## src/rtl/seven_segment_capture_pkg.sv

```systemverilog
// Shared seven-segment definitions.
//   state_t      : capture FSM states (IDLE / SETTLE / HELD)
//   GLYPH        : 16 active-high 7-bit hex glyphs, bit6..bit0 = a..g,
//                  the same table the encoder LUT drives segments from
//   en_selected  : 1 when exactly one active-low digit enable is low
package seven_segment_capture_pkg;

   typedef enum logic [1:0] {
      ST_IDLE,
      ST_SETTLE,
      ST_HELD
   } state_t;

   localparam logic [6:0] GLYPH [16] = '{
      7'h7E, 7'h30, 7'h6D, 7'h79,   // 0 1 2 3
      7'h33, 7'h5B, 7'h5F, 7'h70,   // 4 5 6 7
      7'h7F, 7'h7B, 7'h77, 7'h1F,   // 8 9 A b
      7'h4E, 7'h3D, 7'h4F, 7'h47    // C d E F
   };

   function automatic logic en_selected(input logic [2:0] en);
      return (en == 3'b110) || (en == 3'b101) || (en == 3'b011);
   endfunction

endpackage

```

## src/rtl/seven_segment_capture_if.sv

```systemverilog
// Observed display bus plus captured-frame outputs.
//   iSEG   : segment bus, active-low, bit7..bit0 = a,b,c,d,e,f,g,dp
//   iEN    : digit enables, active-low, iEN[0] = least-significant digit
//   oVALUE : last complete frame, digit n in [4n+3:4n]
//   oDP    : decimal point per digit, 1 = lit
//   oERR   : per digit, 1 = pattern was not a legal hex glyph
//   oVALID : one-cycle strobe marking an update of oVALUE/oDP/oERR
// master = the side driving the display (testbench), slave = the capture block.
interface seven_segment_capture_if;
   logic [7:0]  iSEG;
   logic [2:0]  iEN;
   logic [11:0] oVALUE;
   logic [2:0]  oDP;
   logic [2:0]  oERR;
   logic        oVALID;

   modport master (output iSEG, iEN, input oVALUE, oDP, oERR, oVALID);
   modport slave  (input iSEG, iEN, output oVALUE, oDP, oERR, oVALID);
endinterface

```

## src/rtl/seven_segment_capture_decode_lut.sv

```systemverilog
// Combinational inverse glyph lookup.
//   pattern_i : active-high 7-bit segment pattern (a..g)
//   nibble_o  : hex value of the matching glyph, 0 when no match
//   match_o   : 1 when pattern_i is one of the 16 hex glyphs
module seven_segment_decode_lut
   import seven_segment_capture_pkg::*;
(
   input  logic [6:0] pattern_i,
   output logic [3:0] nibble_o,
   output logic       match_o
);

   always_comb begin
      nibble_o = '0;
      match_o  = 1'b0;
      for (int unsigned i = 0; i < 16; i++) begin
         if (pattern_i == GLYPH[i]) begin
            nibble_o = i[3:0];
            match_o  = 1'b1;
         end
      end
   end

endmodule

```

## src/rtl/seven_segment_capture.sv

```systemverilog
// Captures a 3-digit multiplexed seven-segment display into hex nibbles.
// A digit is accepted once the same {segments, enables} sample has been seen
// STABLE_CYCLES times in a row; a frame is published once all three digits
// have been captured.
//   iCLK : system clock, rising edge
//   iRST : asynchronous active-high reset
//   bus  : seven_segment_capture_if slave (iSEG/iEN in, oVALUE/oDP/oERR/oVALID out)
module seven_segment_capture
   import seven_segment_capture_pkg::*;
#(
   parameter int unsigned STABLE_CYCLES = 16
)
(
   input  logic                    iCLK,
   input  logic                    iRST,
   seven_segment_capture_if.slave  bus
);

   logic [7:0]  seg_q, seg_prev_q;
   logic [2:0]  en_q, en_prev_q;
   state_t      state_q;
   logic [7:0]  cnt_q;
   logic [11:0] nib_q;
   logic [2:0]  dp_q, err_q, seen_q, seen_d;
   logic [11:0] value_q;
   logic [2:0]  odp_q, oerr_q;
   logic        valid_q;

   logic        sel, same, capture, complete;
   logic [3:0]  lut_nib;
   logic        lut_match;

   seven_segment_decode_lut u_lut (
      .pattern_i (~seg_q[7:1]),
      .nibble_o  (lut_nib),
      .match_o   (lut_match)
   );

   always_comb begin
      sel      = en_selected(en_q);
      same     = ({seg_q, en_q} == {seg_prev_q, en_prev_q});
      capture  = (state_q == ST_SETTLE) && same &&
                 (cnt_q == 8'(STABLE_CYCLES - 1));
      complete = &seen_q;
      // A capture on the completion edge belongs to the next frame, so the
      // clear is applied first and the new digit's flag is OR-ed in after.
      seen_d   = (complete ? 3'b000 : seen_q) | (capture ? ~en_q : 3'b000);
   end

   always_ff @(posedge iCLK or posedge iRST) begin
      if (iRST) begin
         seg_q      <= '1;
         en_q       <= '1;
         seg_prev_q <= '1;
         en_prev_q  <= '1;
         state_q    <= ST_IDLE;
         cnt_q      <= '0;
         nib_q      <= '0;
         dp_q       <= '0;
         err_q      <= '0;
         seen_q     <= '0;
         value_q    <= '0;
         odp_q      <= '0;
         oerr_q     <= '0;
         valid_q    <= 1'b0;
      end else begin
         seg_q      <= bus.iSEG;
         en_q       <= bus.iEN;
         seg_prev_q <= seg_q;
         en_prev_q  <= en_q;

         case (state_q)
            ST_IDLE: begin
               if (sel) begin
                  state_q <= ST_SETTLE;
                  cnt_q   <= 8'd1;
               end
            end
            ST_SETTLE: begin
               if (same) begin
                  cnt_q <= cnt_q + 8'd1;
                  if (capture) state_q <= ST_HELD;
               end else if (sel) begin
                  cnt_q <= 8'd1;
               end else begin
                  state_q <= ST_IDLE;
                  cnt_q   <= '0;
               end
            end
            ST_HELD: begin
               if (!same) begin
                  if (sel) begin
                     state_q <= ST_SETTLE;
                     cnt_q   <= 8'd1;
                  end else begin
                     state_q <= ST_IDLE;
                     cnt_q   <= '0;
                  end
               end
            end
            default: begin
               state_q <= ST_IDLE;
               cnt_q   <= '0;
            end
         endcase

         valid_q <= complete;
         if (complete) begin
            value_q <= nib_q;
            odp_q   <= dp_q;
            oerr_q  <= err_q;
         end

         seen_q <= seen_d;
         for (int unsigned d = 0; d < 3; d++) begin
            if (capture && !en_q[d]) begin
               nib_q[4*d +: 4] <= lut_match ? lut_nib : 4'h0;
               dp_q[d]         <= ~seg_q[0];
               err_q[d]        <= ~lut_match;
            end
         end
      end
   end

   assign bus.oVALUE = value_q;
   assign bus.oDP    = odp_q;
   assign bus.oERR   = oerr_q;
   assign bus.oVALID = valid_q;

endmodule

```

## src/flat_wrapper.sv

```systemverilog
// flat-port wrapper written by rule: the top's interface ports become plain ports
module seven_segment_capture_flat import seven_segment_capture_pkg::*;
#(
   parameter int unsigned STABLE_CYCLES = 16
)
  (iCLK, iRST, bus_iSEG, bus_iEN, bus_oVALUE, bus_oDP, bus_oERR, bus_oVALID);
  seven_segment_capture_if bus_i ();
  input  logic iCLK;
  input  logic iRST;
  input wire logic [$bits(bus_i.iSEG)-1:0] bus_iSEG;
  input wire logic [$bits(bus_i.iEN)-1:0] bus_iEN;
  output wire logic [$bits(bus_i.oVALUE)-1:0] bus_oVALUE;
  output wire logic [$bits(bus_i.oDP)-1:0] bus_oDP;
  output wire logic [$bits(bus_i.oERR)-1:0] bus_oERR;
  output wire logic [$bits(bus_i.oVALID)-1:0] bus_oVALID;
  assign bus_i.iSEG = bus_iSEG;
  assign bus_i.iEN = bus_iEN;
  assign bus_oVALUE = bus_i.oVALUE;
  assign bus_oDP = bus_i.oDP;
  assign bus_oERR = bus_i.oERR;
  assign bus_oVALID = bus_i.oVALID;
  seven_segment_capture #(.STABLE_CYCLES(STABLE_CYCLES)) u_core (.iCLK(iCLK), .iRST(iRST), .bus(bus_i));
endmodule
```

## config.mk

```make
export PLATFORM = sky130hd
export DESIGN_NAME = seven_segment_capture_flat
export DESIGN_NICKNAME = d
export VERILOG_FILES = /design/src/rtl/seven_segment_capture_pkg.sv /design/src/rtl/seven_segment_capture_if.sv /design/src/rtl/seven_segment_capture_decode_lut.sv /design/src/rtl/seven_segment_capture.sv /design/src/flat_wrapper.sv
export SDC_FILE = /design/constraint.sdc
export NUM_CORES = 1
export LEC_CHECK = 0
export ABC_AREA = 1
export ABC_CLOCK_PERIOD_IN_PS = 2500
export BUFFER_PORTS_ARGS = -buffer_cell sky130_fd_sc_hd__buf_2
export CORE_MARGIN = 5
export CORE_UTILIZATION = 42
export DETAILED_ROUTE_END_ITERATION = 7
export GPL_ROUTABILITY_DRIVEN = 0
export GPL_TIMING_DRIVEN = 0
export PLACE_DENSITY = 0.64
export SYNTH_ARGS = -nofsm -noshare
export SYNTH_HDL_FRONTEND = slang
export SYNTH_HIERARCHICAL = 1
export SYNTH_SLANG_ARGS = --single-unit
```

## constraint.sdc

```tcl
create_clock -name iCLK -period 2.5 [get_ports iCLK]
set_clock_uncertainty 0.15 [all_clocks]
set_input_delay 0.75 -clock iCLK [delete_from_list [all_inputs] [get_ports iCLK]]
set_output_delay 0.75 -clock iCLK [all_outputs]
set_load 0.01 [all_outputs]
```

==> impl_metrics.ini, run 1 <==
[power]
cell_internal_pwr_mw = 1.739
switching_power_mw = 0.6358
comb_power_share_pct = 9.8
p_seq_share_pct = 52.4
p_leak_nw = 2.160
clockPowerShare_pct = 37.9
power_density_nw_per_um2 = 612.0
switching_share_pct = 26.78
peakVddDrop_uv = 296.3

[synth]
syn_area_um2 = 3377
yosysWarningCount = 6
yosysSeqAreaShare_pct = 54.17
synth_edf_count = 0
async_flop_share_pct = 100.0
ys_ff_latch = 72
synth_nets = 428
ys.flop_type = dfrtp_1
synth_largest_area_cell = dfrtp_1
syn_area_per_cell_um2 = 8.157
yosys-top-cells-area = dfrtp_1 37%, nand2_1 19%, dfstp_2 17%
synth_cells = 414
yosys.area.top_type_share_pct = 37.05
synth_cell_type_count = 30

[hold_path]
worstHoldPathCells = 0
hold_end = u_core/seg_prev_q[4]$_DFF_PP1_
hold_class = flip-flop to flip-flop
min-delay-start = u_core/seg_q[4]$_DFF_PP1_

[setup_path]
critPathLaunchType = flip-flop
rr_worst_depth = 8
cp_max_fo = 7
criticalPathCategory = flip-flop to flip-flop
endpoint_kind = flip-flop
r2r_start = u_core/en_q[2]$_DFF_PP1_
reg2reg_to = u_core/nib_q[3]$_DFFE_PP0P_
critPathArrivalTime_ns = 2.34
ff2ff_setup_slack_ns = 0.24
crit_required_ns = 2.58

[clock_network]
clkLatencyLatePin_ns = 0.34
clock-root-buffer = clkbuf_8
cts_setup_buffers = 0
htree_levels = 3
clockBufferDepth = 2
cts_tree = done
postCtsHoldBufs = 0
clk_pin_slew_ns = 0.07
clkSinkCount = 72
post_cts_resized = 0
numCtsBuffers = 9

[global_routing]
overflow = 0
grt_max_degree = 40
antenna_found_initial = 0
grt_pass1_wl_um = 11110
grtUsageTotal_pct = 13.72
grt_pass1_vias = 2520

[route]
viasPerCell = 4.589
wl_per_cell_um = 11.20
drt_iter0_markers = 92
firstDrtPassIters = 4
wirelength_um = 6317
drc = 0
vias = 2588
drtAntennaViolNets = 0

[place]
io_buffers = 31
hpwl_um = 4670
placed_cells = 548

[cells_and_area]
nFillCells = 752
multiInputGateArea_um2 = 1318
mostFrequentLayoutCells = 171 x nand2_1, 50 x dfrtp_1, 41 x inv_1
final_cells = 564
fin_nets = 471
n_antenna_cell = 0
final_common_cell = nand2_1
areaGrowthSynthToFinish_pct = 14.89
ff_latch_area_um2 = 1829
drive_above_1_share_pct = 21.43
final_core_util_pct = 49.95

[sta]
finalSetupViolations = 0
fin_crit_ns = 2.257
period_share_pct = 90.29
hold_viol_final = 0
max_slew_margin_pct = 51.63
setup_tns_ns = 0
drv_slew = 0
rsz0062_at_grt = no
fmax_mhz = 443.0
worst_slew_pin_slew_ns = 0.7240

[floorplanning]
die_x_um = 99.67
coreArea_um2 = 7767
dieArea_um2 = 9934
io_pins = 32
fp.dieH_um = 99.67
rows = 32
start_util_pct = 43.48

[status]
status = completed

[flow_run]
drv_cap = 0
==> how the worst max path moves through the flow <==
stage / from / end / slack (ns) / cells past startpoint
after global routing: u_core/en_q[2]$_DFF_PP1_ / u_core/nib_q[3]$_DFFE_PP0P_ / 0.1 / 8
after detailed placement: u_core/en_q[2]$_DFF_PP1_ / u_core/nib_q[3]$_DFFE_PP0P_ / 0.26 / 8
final: u_core/en_q[2]$_DFF_PP1_ / u_core/nib_q[3]$_DFFE_PP0P_ / 0.24 / 8
after floorplan: u_core/seg_q[3]$_DFF_PP1_ / u_core/dp_q[2]$_DFFE_PP0P_ / 0.74 / 8
after global placement: iRST / u_core/bus.oVALUE[11]$_DFFE_PP0P_ / 0.29 / 2
after CTS: u_core/en_q[2]$_DFF_PP1_ / u_core/nib_q[3]$_DFFE_PP0P_ / 0.23 / 8
==> metrics by stage <==
stage | total power [mW] | instance area [um2] | setup WS (ns) | hold WS (ns)
2_1_floorplan | 1.433 | 3381 | 0.7365 | 0.2168
3_3_place_gp | 1.485 | 3664 | 0.2896 | 0.2202
3_5_place_dp | 1.496 | 3684 | 0.2574 | 0.2235
4_1_cts | 2.417 | 3880 | 0.2290 | 0.2378
5_1_grt | 2.495 | 3880 | 0.09553 | 0.2347
6_report | 2.375 | 3880 | 0.2426 | 0.2328
==> cell families (layout without fill, tap and decap cells) <==
group,after synthesis,count (layout),share of synthesized area (%)
compound gates,14,14,2.297
xor+xnor,10,10,2.593
fa+ha+maj,1,1,0.3704
simple gates,260,260,33.75
buf+inv,57,105,6.817
flops,72,72,54.17
==> cell usage after synthesis, types with 2 or more instances <==
| cell | instances |
|---|---|
| inv_2 | 8 |
| a21oi_1 | 3 |
| nand2_1 | 171 |
| dfrtp_1 | 50 |
| clkbuf_1 | 3 |
| nor2_1 | 18 |
| nand2_2 | 3 |
| o21ai_0 | 4 |
| inv_4 | 2 |
| inv_1 | 42 |
| xor2_1 | 5 |
| nand4_1 | 8 |
| nor3_1 | 6 |
| dfstp_2 | 22 |
| nor2_2 | 6 |
| nand3_1 | 39 |
| xnor2_1 | 5 |
| o21ai_1 | 4 |
| nor2_4 | 4 |
==> routing by layer <==
| layer | wire length, um | vias up | share of wire (%) | global-route usage, % |
|---|---|---|---|---|
| li1 | - | 1374 | - | - |
| met1 | 2968 | 1162 | 47 | 17.75 |
| met2 | 2970 | 43 | 47 | 22.27 |
| met3 | 286 | 9 | 4.5 | 3.086 |
| met4 | 90 | 0 | 1.4 | 5.462 |
| met5 | 0 | - | 0 | 0 |
==> state kept, by name (all words and copies together) (netlist names), 8 cells and up <==
| register | flops |
|---|---|
| u_core/bus.oVALUE | 12 |
| u_core/nib_q | 12 |
| u_core/cnt_q | 8 |
| u_core/seg_prev_q | 8 |
| u_core/seg_q | 8 |
==> layout make-up <==
class	instances	area share [%]
buffer	5	0.7739
clock buffer	9	3.193
clock inverter	7	1.870
inverter	52	5.256
multi-input combinational	285	33.96
sequential	72	47.15
tap	102	3.289
timing repair buffer	32	4.515
==> power by group through the flow <==
stage / sequential [mW] / clock, mW / combinational, mW
global route: 1.25 / 0.982 / 0.265
CTS: 1.24 / 0.943 / 0.231
finish: 1.24 / 0.899 / 0.232
floorplan: 1.26 / 0 / 0.175
global placement: 1.26 / 0 / 0.222
detailed placement: 1.26 / 0 / 0.231
==> critical path, stage by stage (launching register included) <==
cell	delay, ns
dfstp_2	0.57
xnor2_1	0.12
nand2_1	0.12
nor2_2	0.18
nand3_1	0.15
nor2_1	0.30
nand3_1	0.33
nand2_1	0.16
nand2_1	0.07
No activity file was read; power rests on OpenSTA's default activity.
==> run 2, diff against run 1 <==
--- a/config.mk
+++ b/config.mk
@@ -6,14 +6,16 @@
 export NUM_CORES = 1
 export LEC_CHECK = 0
 export ABC_AREA = 1
-export ABC_CLOCK_PERIOD_IN_PS = 2500
+export ABC_CLOCK_PERIOD_IN_PS = 2400
 export BUFFER_PORTS_ARGS = -buffer_cell sky130_fd_sc_hd__buf_2
+export CELL_PAD_IN_SITES_DETAIL_PLACEMENT = 1
+export CELL_PAD_IN_SITES_GLOBAL_PLACEMENT = 2
 export CORE_MARGIN = 5
-export CORE_UTILIZATION = 42
+export CORE_UTILIZATION = 35
 export DETAILED_ROUTE_END_ITERATION = 7
 export GPL_ROUTABILITY_DRIVEN = 0
 export GPL_TIMING_DRIVEN = 0
-export PLACE_DENSITY = 0.64
+export PLACE_DENSITY = 0.8
 export SYNTH_ARGS = -nofsm -noshare
 export SYNTH_HDL_FRONTEND = slang
 export SYNTH_HIERARCHICAL = 1
==> constraint.sdc (replaced) <==
create_clock -name iCLK -period 2.4 [get_ports iCLK]
set_clock_uncertainty 0.15 [all_clocks]
set_input_delay 0.72 -clock iCLK [delete_from_list [all_inputs] [get_ports iCLK]]
set_output_delay 0.72 -clock iCLK [all_outputs]
set_load 0.01 [all_outputs]
==> run 2 against run 1 <==
Against the previous run: die area is 18% higher; hold slack better by 0.0022 ns; sequential cell count stayed put; largest cell class unchanged; highest routed layer unchanged; worst setup slack got worse by 0.091 ns; count of clock-buffer cells in the layout unchanged; via count increased by 4.4%.
==> impl_metrics.ini, run 2 (synthesized netlist as in run 1, its figures left out) <==
[sta]
rsz0062_at_grt = yes
drv_slew = 0
hold_viol_final = 0
max_slew_margin_pct = 65.13
period_share_pct = 93.67
finalSetupViolations = 0
fin_crit_ns = 2.248
fmax_mhz = 444.8
worst_slew_pin_slew_ns = 0.5219
whs_ns = 0.2350

[route]
firstDrtPassIters = 4
vias = 2702
drc = 0
wl_per_cell_um = 12.90
viasPerCell = 4.564
drtAntennaViolNets = 0
wirelength_um = 7634
drt_iter0_markers = 85

[global_routing]
overflow = 0
grt_pass1_wl_um = 13220
groute.layer.met1.usage_pct = 18.46
grtUsageMet3_pct = 2.687
busiest_layer = met2
antenna_found_initial = 0
grtUsageTotal_pct = 14.35
grt_pass1_vias = 2826
use_met2_pct = 23.76
grt_max_degree = 29

[floorplanning]
dieArea_um2 = 11710
die_x_um = 108.2
io_pins = 32
coreArea_um2 = 9328
start_util_pct = 36.20
fp.dieH_um = 108.2
rows = 35

[cells_and_area]
areaGrowthSynthToFinish_pct = 17.60
final_common_cell = nand2_1
drive_above_1_share_pct = 21.60
fin_nets = 472
n_antenna_cell = 0
mostFrequentLayoutCells = 171 x nand2_1, 50 x dfrtp_1, 41 x inv_1
nFillCells = 1166

[power]
peakVddDrop_uv = 333.0
power_density_nw_per_um2 = 666.5
power.total_mw = 2.647
p_leak_nw = 2.188

[hold_path]
hold_class = flip-flop to flip-flop

[clock_network]
clkSinkCount = 72
clock-root-buffer = clkbuf_8
post_cts_resized = 0
htree_levels = 3
clk_pin_slew_ns = 0.08
clockBufferDepth = 2
cts_tree = done
numCtsBuffers = 9
clkLatencyLatePin_ns = 0.35

[setup_path]
criticalPathCategory = flip-flop to flip-flop
crit_required_ns = 2.49
rr_worst_depth = 8
r2r_start = u_core/seg_q[3]$_DFF_PP1_
ff2ff_setup_slack_ns = 0.15
critPathArrivalTime_ns = 2.34
endpoint_kind = flip-flop
reg2reg_to = u_core/dp_q[0]$_DFFE_PP0P_
cp-startpoint = u_core/seg_q[3]$_DFF_PP1_
crit_end = u_core/dp_q[0]$_DFFE_PP0P_
critPathLaunchType = flip-flop
cp_max_fo = 7

[flow_run]
drv_cap = 0

[place]
io_buffers = 31
hpwl_um = 5899

[status]
status = completed
## run 2: cell count changes in the layout (fill, tap and decap cells not counted), sizes merged
cell,delta
clkinvlp,-1
buf,+1
inv,+2
bufinv,+1
clkinv,-2
## run 2: report_power, final
group	internal, mW	switching [mW]
combinational	0.0720	0.186
sequential	1.26	0.0328
clock	0.596	0.496
total	1.93	0.714
## run 2: final cells by class
cell class	count	area, um2	area share [%]
Timing Repair Buffer	33	202.7	5.104
Clock buffer	9	123.9	3.119
Buffer	5	30.03	0.7561
Tap cell	129	161.4	4.064
Sequential cell	72	1829	46.06
Inverter	52	203.9	5.135
Clock inverter	7	102.6	2.583
Multi-Input combinational cell	285	1318	33.18
## run 2: worst min path at each step
stage	from	end	slack, ns	cells past startpoint
after CTS	u_core/seg_q[1]$_DFF_PP1_	u_core/seg_prev_q[1]$_DFF_PP1_	0.24	0
after global placement	u_core/seg_q[4]$_DFF_PP1_	u_core/seg_prev_q[4]$_DFF_PP1_	0.22	0
after floorplan	u_core/seg_q[4]$_DFF_PP1_	u_core/seg_prev_q[4]$_DFF_PP1_	0.22	0
after global routing	u_core/seg_q[1]$_DFF_PP1_	u_core/seg_prev_q[1]$_DFF_PP1_	0.23	0
final	u_core/seg_q[1]$_DFF_PP1_	u_core/seg_prev_q[1]$_DFF_PP1_	0.24	0
after detailed placement	u_core/seg_q[6]$_DFF_PP1_	u_core/seg_prev_q[6]$_DFF_PP1_	0.23	0
## run 2: worst max-delay path, cell delays in order, from the launching register on
cell and delay, ns:
dfstp_2 0.56, xnor2_1 0.11, nand2_1 0.11, nor2_2 0.19, nand3_1 0.15, nor2_1 0.31
nand3_1 0.34, nand2_1 0.16, nand2_1 0.06
## run 2: per-layer routing
metal / routed length, um / vias up / share of wire, %
li1: - / 1365 / -
met1: 3604 / 1289 / 47
met2: 3644 / 37 / 48
met3: 246 / 11 / 3.2
met4: 138 / 0 / 1.8
met5: 0 / - / 0
## run 2: what timing repair did
| item | in CTS | in global routing |
|---|---|---|
| hold endpoints to repair | 0 | 0 |
| setup endpoints to repair | 0 | 6 |
| hold buffers | 0 | 0 |
| setup buffers | 0 | 0 |
## run 2: per-stage QoR
| stage | instances | util [%] | TNS (ns) | setup WS (ns) | cell area (um2) |
|---|---|---|---|---|---|
| floorplan | 414 | - | 0 | 0.6365 | 3381 |
| finish | 592 | 42.58 | 0 | 0.1519 | 3971 |
| global route | 592 | 42.58 | -0.08910 | -0.03367 | 3971 |
| CTS | 592 | 42.58 | 0 | 0.1256 | 3971 |
| global placement | 574 | 39.64 | 0 | 0.1423 | 3697 |
| detailed placement | 576 | 40.15 | 0 | 0.1170 | 3745 |
==> run 3, diff against run 2 <==
--- a/config.mk
+++ b/config.mk
@@ -8,6 +8,7 @@
 export ABC_AREA = 1
 export ABC_CLOCK_PERIOD_IN_PS = 2400
 export BUFFER_PORTS_ARGS = -buffer_cell sky130_fd_sc_hd__buf_2
+export CAP_MARGIN = 20
 export CELL_PAD_IN_SITES_DETAIL_PLACEMENT = 1
 export CELL_PAD_IN_SITES_GLOBAL_PLACEMENT = 2
 export CORE_MARGIN = 5
@@ -18,5 +19,4 @@
 export PLACE_DENSITY = 0.8
 export SYNTH_ARGS = -nofsm -noshare
 export SYNTH_HDL_FRONTEND = slang
-export SYNTH_HIERARCHICAL = 1
 export SYNTH_SLANG_ARGS = --single-unit
==> run 3 against run 2 <==
Against the previous run: cell area fell by 5.0%; worst setup slack improved by 0.14 ns; global-route usage is 0.41 points lower; register-to-register slack better by 0.14 ns; critical path type unchanged.
==> impl_metrics.ini, run 3 <==
[status]
status = completed

[clock_network]
clkLatencyLatePin_ns = 0.35
clk_pin_slew_ns = 0.08
cts_setup_buffers = 0
clkSinkCount = 72
htree_levels = 3
clock-root-buffer = clkbuf_8
postCtsHoldBufs = 0
numCtsBuffers = 9
post_cts_resized = 0
clockBufferDepth = 2
cts_tree = done

[setup_path]
crit_required_ns = 2.50
slowest_delay_ns = 0.53
critPathLaunchType = flip-flop
path_buf_inv = 3
worst_path_max_delay_cell = dfstp_2
crit_chain = buf_2, inv_1, nand2_1, nand2_1, nor2_1, nand2_1, nor2_2, nand4_2, nor2_2, buf_6, nand2_1, o21ai_0
endpoint_kind = flip-flop
critPathArrivalTime_ns = 2.21
criticalPathCategory = flip-flop to flip-flop
cp_common_cell = nand2_1
cp_max_fo = 10
crit_family = simple AND/OR/NAND/NOR gates

[route]
drc = 0
wl_per_cell_um = 13.28
wirelength_um = 7279
vias = 2521
firstDrtPassIters = 4
drt_iter0_markers = 65
drtAntennaViolNets = 0
viasPerCell = 4.600

[sta]
worst_slew_pin_slew_ns = 0.7826
drv_slew = 0
max_slew_margin_pct = 47.72
setup_tns_ns = 0
hold_viol_final = 0
fmax_mhz = 473.5
rsz0062_at_grt = no
finalSetupViolations = 0
fin_ws_ns = 0.2883
fin_crit_ns = 2.112
period_share_pct = 87.99
whs_ns = 0.2182

[global_routing]
grt_pass1_vias = 2708
antenna_found_initial = 0
grt_max_degree = 38
grt_pass1_wl_um = 12630
overflow = 0
grtUsageTotal_pct = 13.95

[synth]
synth_edf_count = 0
yosysWarningCount = 0
ys_ff_latch = 72
yosys-top-cells-area = dfrtp_1 39%, dfstp_2 18%, nand2_1 15%
syn_area_um2 = 3249
synth_nets = 403
syn_area_per_cell_um2 = 8.353
synth_largest_area_cell = dfrtp_1
yosysMostFrequentCell = nand2_1
synth_cells = 389
async_flop_share_pct = 100.0
yosys.area.top_type_share_pct = 38.51
synth_commonest_cells = 129 x nand2_1, 57 x inv_1, 50 x dfrtp_1
yosysSeqAreaShare_pct = 56.30
ys.flop_type = dfrtp_1
synth_cell_type_count = 23

[floorplanning]
rows = 35
coreArea_um2 = 9153
fp.dieH_um = 106.4
start_util_pct = 35.50
die_x_um = 106.4
dieArea_um2 = 11310
io_pins = 32

[cells_and_area]
fin_nets = 446
mostFrequentLayoutCells = 129 x nand2_1, 56 x inv_1, 50 x dfrtp_1
areaGrowthSynthToFinish_pct = 16.10
final_common_cell = nand2_1
drive_above_1_share_pct = 19.68
n_antenna_cell = 0

[power]
p_leak_nw = 1.905
power_density_nw_per_um2 = 693.2
peakVddDrop_uv = 264.6

[place]
io_buffers = 31
pre_cts_slack_ns = 0.1708
hpwl_um = 5353

[flow_run]
drv_cap = 0

[hold_path]
hold_class = flip-flop to flip-flop
## run 3: changes by cell type after synthesis, sizes merged, moves of 2 or more
cell / previous run / this run
nand2: 175 / 129
o21ai: 8 / 41
nand3: 39 / 18
inv: 52 / 57
nand4: 8 / 13
buf: 2 / 4
nor2: 29 / 31
nor3: 7 / 5
xor2: 5 / 3
## run 3: path summary, 6_finish.rpt
check / endpoint / slack, ns / startpoint / cells after the start
max in group asynchronous: u_core.seg_prev_q[4]$_DFF_PP1_ / 1.05 / iRST / 3
max reg2reg: u_core.nib_q[2]$_DFFE_PP0P_ / 0.29 / u_core.en_q[1]$_DFF_PP1_ / 12
min reg2reg: u_core.en_prev_q[1]$_DFF_PP1_ / 0.22 / u_core.en_q[1]$_DFF_PP1_ / 0
max: u_core.nib_q[2]$_DFFE_PP0P_ / 0.29 / u_core.en_q[1]$_DFF_PP1_ / 12
min: u_core.en_prev_q[1]$_DFF_PP1_ / 0.22 / u_core.en_q[1]$_DFF_PP1_ / 0
min in group asynchronous: u_core.bus.oVALUE[2]$_DFFE_PP0P_ / 0.35 / iRST / 2
## run 3: routing by layer
layer  vias up  global-route usage (%)  share of wire [%]
li1       1295                       -                  -
met2        31                   23.71                 47
met3         9                   2.368                2.9
met4         0                   5.273                1.5
met1      1186                   17.73                 48
met5         -                       0                  0
## run 3: through the flow
stage / instance area [um2] / utilization, % / power, mW / std cells
6_report: 3772 / 41.22 / 2.615 / 548
5_1_grt: 3772 / 41.22 / 2.766 / 548
4_1_cts: 3770 / 41.19 / 2.664 / 548
3_5_place_dp: 3567 / 38.97 / 1.642 / 532
3_3_place_gp: 3547 / 38.76 / 1.625 / 531
2_1_floorplan: 3253 / - / 1.544 / 389
## run 3: layout make-up
| class | instances | area (um2) |
|---|---|---|
| plain buffers | 8 | 53.80 |
| multi-input cells | 252 | 1155 |
| clock inverters | 7 | 78.83 |
| repair buffers | 32 | 175.2 |
| flip-flops and latches | 72 | 1829 |
| clock buffers | 9 | 123.9 |
| inverters | 57 | 217.7 |
| fillers | 1136 | 5380 |
| well taps | 111 | 138.9 |
## run 3: cells by family after synthesis
family / after synthesis / share of synthesized area, %
XOR/XNOR: 8 / 2.156
flip-flops: 72 / 56.30
buffers and inverters: 65 / 8.240
AO/OA/AOI/OAI: 45 / 7.355
AND/OR/NAND/NOR: 198 / 25.57
adder cells (fa/ha/maj): 1 / 0.3850
## run 3: power by group
group | total [mW] | internal (mW) | switching, mW | leakage (nW)
clock | 1.01 | 0.491 | 0.515 | 0.0929
sequential | 1.32 | 1.27 | 0.0503 | 0.924
combinational | 0.286 | 0.0903 | 0.196 | 0.888
total | 2.62 | 1.85 | 0.761 | 1.91
